## config.mk

```make
export PLATFORM = sky130hd
export DESIGN_NAME = dot_product_seq
export DESIGN_NICKNAME = d
export VERILOG_FILES = /design/src/rtl/dot_seq_pkg.sv /design/src/rtl/dot_product_seq.sv
export SDC_FILE = /design/constraint.sdc
export NUM_CORES = 1
export LEC_CHECK = 0
export CORE_ASPECT_RATIO = 0.75
export CORE_UTILIZATION = 40
export DETAILED_ROUTE_END_ITERATION = 10
export PLACE_DENSITY = 0.81
export SLEW_MARGIN = 20
export SYNTH_ARGS = -nofsm -noshare
export SYNTH_HDL_FRONTEND = slang
export SYNTH_SLANG_ARGS = --single-unit
```

## constraint.sdc

```tcl
create_clock -name clk -period 3.2 [get_ports clk]
set_input_delay 0.64 -clock clk [delete_from_list [all_inputs] [get_ports clk]]
set_output_delay 0.64 -clock clk [all_outputs]
set_load 0.1 [all_outputs]
```

## src/rtl/dot_seq_pkg.sv

```systemverilog
// Shared types and helpers for the sequential dot-product controller.
package dot_seq_pkg;

   // Two-phase controller: accumulate beats, then hold the result for downstream.
   typedef enum logic {S_ACC = 1'b0, S_OUT = 1'b1} dot_state_e;

   // Accumulator width equals the MAC output width (full product width).
   function automatic int acc_width(input int wa, input int wb);
      return wa + wb;
   endfunction

endpackage

```

## src/rtl/dot_product_seq.sv

```systemverilog
// Sequential dot-product controller sitting upstream of a combinational MAC
// (Y = A*B + C). Operands pass straight to MAC A/B, the accumulator drives
// MAC C, and MAC Y is captured back into the accumulator on every beat.
// After LEN beats the sum is offered on a valid/ready output port.
// Optional: define DOT_OVF_DETECT_EN to add the out_ovf wrap indicator.
module dot_product_seq
   import dot_seq_pkg::*;
#(
   parameter int WIDTH_A = 5,
   parameter int WIDTH_B = 7,
   parameter int LEN     = 4
) (
   input  logic                                   clk,
   input  logic                                   rst_n,
   input  logic                                   clr,
   input  logic                                   in_valid,
   output logic                                   in_ready,
   input  logic [WIDTH_A-1:0]                     in_a,
   input  logic [WIDTH_B-1:0]                     in_b,
   output logic [WIDTH_A-1:0]                     mac_a,
   output logic [WIDTH_B-1:0]                     mac_b,
   output logic [acc_width(WIDTH_A, WIDTH_B)-1:0] mac_c,
   input  logic [acc_width(WIDTH_A, WIDTH_B)-1:0] mac_y,
   output logic                                   out_valid,
   input  logic                                   out_ready,
   output logic [acc_width(WIDTH_A, WIDTH_B)-1:0] out_sum
`ifdef DOT_OVF_DETECT_EN
   ,
   output logic                                   out_ovf
`endif
);

   localparam int ACC_W = acc_width(WIDTH_A, WIDTH_B);
   localparam int CNT_W = (LEN > 1) ? $clog2(LEN) : 1;
   localparam logic [CNT_W-1:0] CNT_LAST = CNT_W'(LEN - 1);

   dot_state_e        state_r, state_s;
   logic [ACC_W-1:0]  acc_r, acc_s;
   logic [CNT_W-1:0]  cnt_r, cnt_s;
   logic [ACC_W-1:0]  sum_s;
   logic              rdy_en_r;
   logic              beat_s;
   logic              wrap_s;
`ifdef DOT_OVF_DETECT_EN
   logic              ovf_acc_r, ovf_acc_s;
   logic              out_ovf_s;
`endif

   assign mac_a = in_a;
   assign mac_b = in_b;
   assign mac_c = acc_r;

   // rdy_en_r keeps in_ready low while reset is held; it rises on the first edge after release.
   assign in_ready  = (state_r == S_ACC) && rdy_en_r;
   assign out_valid = (state_r == S_OUT);
   assign beat_s    = in_valid && in_ready;
   // Y = A*B + C with A*B < 2^ACC_W, so Y < C means exactly one wrap occurred.
   assign wrap_s    = (mac_y < acc_r);

   // Next-state and datapath update for the accumulate/output FSM.
   always_comb begin
      state_s = state_r;
      acc_s   = acc_r;
      cnt_s   = cnt_r;
      sum_s   = out_sum;
`ifdef DOT_OVF_DETECT_EN
      ovf_acc_s = ovf_acc_r;
      out_ovf_s = out_ovf;
`endif
      case (state_r)
         S_ACC: begin
            if (clr) begin
               // Abort wins over a simultaneous beat.
               acc_s = {ACC_W{1'b0}};
               cnt_s = {CNT_W{1'b0}};
`ifdef DOT_OVF_DETECT_EN
               ovf_acc_s = 1'b0;
`endif
            end else if (beat_s) begin
               if (cnt_r == CNT_LAST) begin
                  sum_s   = mac_y;
                  acc_s   = {ACC_W{1'b0}};
                  cnt_s   = {CNT_W{1'b0}};
                  state_s = S_OUT;
`ifdef DOT_OVF_DETECT_EN
                  out_ovf_s = ovf_acc_r | wrap_s;
                  ovf_acc_s = 1'b0;
`endif
               end else begin
                  acc_s = mac_y;
                  cnt_s = cnt_r + CNT_W'(1);
`ifdef DOT_OVF_DETECT_EN
                  ovf_acc_s = ovf_acc_r | wrap_s;
`endif
               end
            end else begin
               state_s = S_ACC;
            end
         end
         S_OUT: begin
            // clr and in_valid are ignored here; the result must drain first.
            if (out_ready) begin
               state_s = S_ACC;
            end else begin
               state_s = S_OUT;
            end
         end
         default: begin
            state_s = S_ACC;
            acc_s   = {ACC_W{1'b0}};
            cnt_s   = {CNT_W{1'b0}};
         end
      endcase
   end

   // FSM state, accumulator, beat counter and result registers.
   always_ff @(posedge clk or negedge rst_n) begin
      if (!rst_n) begin
         state_r <= S_ACC;
         acc_r   <= {ACC_W{1'b0}};
         cnt_r   <= {CNT_W{1'b0}};
         out_sum <= {ACC_W{1'b0}};
`ifdef DOT_OVF_DETECT_EN
         ovf_acc_r <= 1'b0;
         out_ovf   <= 1'b0;
`endif
      end else begin
         state_r <= state_s;
         acc_r   <= acc_s;
         cnt_r   <= cnt_s;
         out_sum <= sum_s;
`ifdef DOT_OVF_DETECT_EN
         ovf_acc_r <= ovf_acc_s;
         out_ovf   <= out_ovf_s;
`endif
      end
   end

   // Input-ready enable: low in reset, set on the first clock after release.
   always_ff @(posedge clk or negedge rst_n) begin
      if (!rst_n) begin
         rdy_en_r <= 1'b0;
      end else begin
         rdy_en_r <= 1'b1;
      end
   end

endmodule

```

==> flow_summary.ini, run 1 <==
[setup_path]
cp.arrival_ns = 1.61
critPathSlowestCell = dfrtp_1
crit_buf_inv = 1
required_ns = 2.56
crit_family = flip-flops
start_kind = flip-flop
rr_worst_depth = 3
critPathCaptureType = primary output
cp-startpoint = out_valid
crit_path_end = out_valid
reg2reg_setup_slack_ns = 1.24
cpPeakStageDelay_ns = 0.90
timing.rr.end = out_sum[10]
critPathKind = reg2out
cp_num_cells = 1
worstReg2RegStart = out_valid
cp_max_fo = 32
cp_cell_sequence = buf_4

[synthesis]
synth_cells = 113
synth_area_leaders = dfrtp_1, mux2_1, buf_4, o31ai_1, o21ai_0
synth_top_cell_area_share_pct = 54.8
ys_warn_count = 0
syn_avg_cell_area_um2 = 11.3
yosys.area.top_type = dfrtp_1
syn_nets = 143
synth_seq_cells = 28
synth_cell_type_count = 21
netlist_area_um2 = 1280
seq_area_frac_synth_pct = 54.8

[placement]
gp_congestion = 0.821
io_buffers = 42
dpl_cell_area_um2 = 1570
dp_hpwl_um = 1920
dp.cells = 176

[final_layout]
final_nets = 173
fin_cells = 180
areaGrowthSynthToFinish_pct = 28.2
stdcell_area_um2 = 1640
diodes = 0
layout_common_cells = dfrtp_1, buf_4, clkdlybuf4s50_1
fillers = 266
drive_gt1_share_pct = 25.4

[sta]
clock_skew_ns = 0.00820
post-route-period-util_pct = 70.4
fmax_mhz = 444
fin_crit_ns = 2.25
max_slew_margin_pct = 44.4
tns_ns = 0
worst-slew-pin-transition_ns = 0.835
rsz0062_at_grt = false
setup_viol = 0
slew_violations = 0
final-hold-violation-count = 0

[route]
avgViaCountPerCell = 5.34
wirelength_um = 2730
drc = 0
drt_iter0_drc = 17
routedWlPerCell_um = 15.2
drtPass1Iterations = 4
antenna_left = 0
num_vias = 961

[floorplanning]
fp.dieW_um = 67.3
row_count = 17
die_h_um = 50.9
fp.dieArea_um2 = 3430
start_util_pct = 42.6
fp.coreArea_um2 = 3000
ios = 67

[power]
powerDensity_nw_per_um2 = 586
leakagePower_nw = 0.807
ir_drop_mv = 0.545

[clock_network]
cts_tree = done
max-clock-path-buffers = 2
cts_hold_buf = 0
post_cts_resized = 0
cts_setup_buffers = 0
clockRootBuffer = clkbuf_8
htreeDepth = 1
cts_buffers = 3
clkLatencyLatePin_ns = 0.28
path_clk_slew_ns = 0.10
clock_sinks = 28

[grt]
grt_pass1_wl_um = 4360
grt.overflow.total = 0
track_usage_pct = 17.5
grt_max_degree = 33
grt_antenna_before_repair = 0
grt_pass1_vias = 902

[min_path]
hold_class = reg2reg

[job]
drv_cap = 0

[run_status]
status = complete, no violations
## final cells by class
type | instances | area (um^2) | area share [%]
timing repair buffer | 44 | 370 | 22.6
clock inverter | 1 | 30.0 | 1.83
multi-input combinational | 65 | 444 | 27.1
tap | 38 | 47.5 | 2.90
sequential | 28 | 701 | 42.8
clock buffer | 3 | 41.3 | 2.52
inverter | 1 | 3.75 | 0.229
## state kept, by name (all words and copies together), names as in the netlist
register	count
out_sum	12
mac_c	12
rdy_en_r	1
cnt_r	2
out_valid	1
## routing by layer
metal,vias to the layer above,share of wire (%),GRT usage [%],wire (um)
li1,438,-,-,-
met1,465,43,23.4,1170
met2,47,47,26.2,1280
met3,11,8.2,6.03,225
met4,0,2.1,6.03,56
met5,-,0,0,0
## per-stage QoR
stage	power [W]	worst slack, ns	util [%]	hold slack [ns]
6_report	0.000960	0.947	54.6	0.501
3_5_place_dp	0.000690	0.871	52.2	0.480
4_1_cts	0.000969	0.956	54.6	0.503
2_1_floorplan	0.000677	0.173	-	0.344
5_1_grt	0.000999	0.857	54.6	0.516
3_3_place_gp	0.000685	1.01	52.2	0.472
## worst min-delay path by stage
stage               cells past startpoint          to  startpoint  slack (ns)
floorplan                               0    cnt_r[0]       rst_n        0.34
global placement                        1  out_sum[1]  out_sum[1]        0.47
detailed placement                      1  out_sum[5]  out_sum[5]        0.48
CTS                                     1  out_sum[5]  out_sum[5]        0.50
global route                            1  out_sum[7]  out_sum[7]        0.52
finish                                  1  out_sum[5]  out_sum[5]        0.50
## kinds of logic (layout without fill, tap and decap cells)
group           after synthesis  in the layout  share of synthesized area [%]
flops                        28             28                           54.8
fa+ha+maj                     1              1                          0.979
compound gates               29             29                           13.8
mux                          13             13                           11.4
other cells                   1              1                          0.294
buf+inv                      20             49                           10.4
simple gates                 21             21                           8.33
## worst reg2reg max path: stages, from the launching register on
cell,delay (ns)
dfrtp_1,0.70
nand4b_2,0.40
nor2_4,0.36
mux2_2,0.38
## power by group
group          switching (W)  internal [W]  leakage (nW)
clock network       0.000110      0.000168        0.0357
logic               0.000223     0.0000653         0.398
registers          0.0000154      0.000379         0.373
total               0.000348      0.000612         0.807
## synthesized netlist by cell type
cell / instances
a21oi_1: 2
and4b_1: 1
buf_2: 4
buf_4: 12
buf_6: 1
clkbuf_1: 2
conb_1: 1
dfrtp_1: 28
ha_1: 1
inv_1: 1
mux2_1: 10
mux2_2: 2
mux2i_1: 1
nand2_1: 15
nand4b_2: 1
nor2_1: 2
nor2_4: 1
nor2b_1: 1
o21ai_0: 14
o22ai_1: 1
o31ai_1: 12
No activity file was read; power rests on OpenSTA's default activity.
==> run 2: changes to the inputs <==
- CORE_UTILIZATION: 40 -> 39
- PLACE_DENSITY: 0.81 -> 0.79
- clock period: 3.2 -> 2.1 ns (I/O delays scaled with it)
==> run 2 against run 1 <==
  * Hold slack worse by 0.0047 ns
  * Global-route usage is 0.39 points lower
  * Largest cell class unchanged
  * Worst setup slack worse by 0.53 ns
  * Routed wire length is 3.6% lower
  * Register-to-register slack worse by 0.72 ns
  * Final cell count is 1.1% higher
  * Via count is 4.1% lower
  * Critical path type is now in2reg
  * Core utilization is 1.2 points higher
  * Die area is 2.5% higher
==> flow_summary.ini, run 2 (synthesized netlist as in run 1, its figures left out) <==
[clock_network]
cts_buffers = 3
htreeDepth = 1
clkLatencyLatePin_ns = 0.27
clock_sinks = 28
clockRootBuffer = clkbuf_8
post_cts_resized = 0
cts_hold_buf = 0
cts_setup_buffers = 0
cts_tree = done
path_clk_slew_ns = 0.09
max-clock-path-buffers = 2

[placement]
io_buffers = 42
dp.cells = 178
gp_congestion = 0.727
dp_hpwl_um = 1880

[route]
routedWlPerCell_um = 14.5
avgViaCountPerCell = 5.07
num_vias = 922
antenna_left = 0
drtPass1Iterations = 4
wirelength_um = 2630
drc = 0
drt_iter0_drc = 62

[grt]
track_usage_pct = 17.1
grt_pass1_vias = 913
grt_max_degree = 32
grt_pass1_wl_um = 4350
grt.overflow.total = 0
grt_antenna_before_repair = 0

[final_layout]
fillers = 254
fin_cells = 182
final_nets = 175
seqCellArea_um2 = 701
diodes = 0
layout_common_cells = dfrtp_1, buf_4, clkdlybuf4s50_1
multi_input_area_um2 = 452
drive_gt1_share_pct = 27.1
areaGrowthSynthToFinish_pct = 31.9

[sta]
fmax_mhz = 592
rsz0062_at_grt = false
final-hold-violation-count = 0
setup_viol = 0
fin_crit_ns = 1.69
slew_violations = 0
post-route-period-util_pct = 80.4
tns_ns = 0
clock_skew_ns = 0.00309

[setup_path]
start_kind = input pin
cp_max_fo = 12
required_ns = 2.27
critPathCaptureType = flip-flop
critPathKind = in2reg
cp.arrival_ns = 1.85

[run_status]
status = complete, no violations

[power]
ir_drop_mv = 0.460
powerDensity_nw_per_um2 = 866
leakagePower_nw = 0.830

[min_path]
hold_class = reg2reg

[floorplanning]
die_h_um = 51.6
fp.dieW_um = 68.1
row_count = 17
fp.coreArea_um2 = 3020
start_util_pct = 42.3
ios = 67
fp.dieArea_um2 = 3510

[job]
drv_cap = 0
==> run 2: changes by cell type in the layout (fill, tap and decap cells not counted) <==
cell / previous run / this run
buf_12: 0 / 2
nor2b_4: 0 / 1
nor2b_1: 1 / 0
==> run 2: metal layers <==
| metal | vias to the layer above | track usage, % | wire length [um] |
|---|---|---|---|
| met5 | - | 0 | 0 |
| met1 | 443 | 24.8 | 1190 |
| met4 | 0 | 6.60 | 31 |
| met3 | 10 | 5.04 | 201 |
| li1 | 438 | - | - |
| met2 | 31 | 23.7 | 1210 |
==> run 2: metrics by stage <==
step	area, um^2	utilization [%]	power, W	hold slack, ns	setup WS (ns)
6_report	1690	55.8	0.00146	0.497	0.412
5_1_grt	1690	55.8	0.00152	0.535	0.353
4_1_cts	1690	55.8	0.00148	0.505	0.395
3_5_place_dp	1610	53.4	0.00106	0.477	0.0860
3_3_place_gp	1610	53.4	0.00105	0.475	0.178
2_1_floorplan	1280	-	0.00103	0.124	0.104
==> run 2: path summary, 6_finish.rpt <==
| kind | cells past startpoint | slack [ns] | to | from |
|---|---|---|---|---|
| hold reg to reg | 1 | 0.50 | out_sum[4] | out_sum[4] |
| setup reg to reg | 4 | 0.52 | out_sum[9] | cnt_r[0] |
| setup / recovery | 4 | 0.41 | out_sum[9] | in_valid |
| min in group asynchronous | 2 | 0.52 | mac_c[0] | rst_n |
| max in group asynchronous | 2 | 1.32 | out_sum[4] | rst_n |
| hold / removal | 1 | 0.50 | out_sum[4] | out_sum[4] |
==> run 2: cell type report <==
class | instances | share of cell area (%)
multi-input combinational | 65 | 26.8
clock inverter | 1 | 1.78
tap | 38 | 2.82
inverter | 1 | 0.223
clock buffer | 3 | 2.45
timing repair buffer | 46 | 24.4
sequential | 28 | 41.6
==> run 2: critical path, cell delays in order <==
cell and delay, ns:
clkdlybuf4s50_1 0.55, nand4b_2 0.17, nor2_4 0.33, mux2_2 0.38
==> run 2: where the power goes <==
group / internal, W / switching, W / leakage, nW
Combinational: 0.000105 / 0.000339 / 0.422
Sequential: 0.000577 / 0.0000224 / 0.373
Clock: 0.000255 / 0.000161 / 0.0357
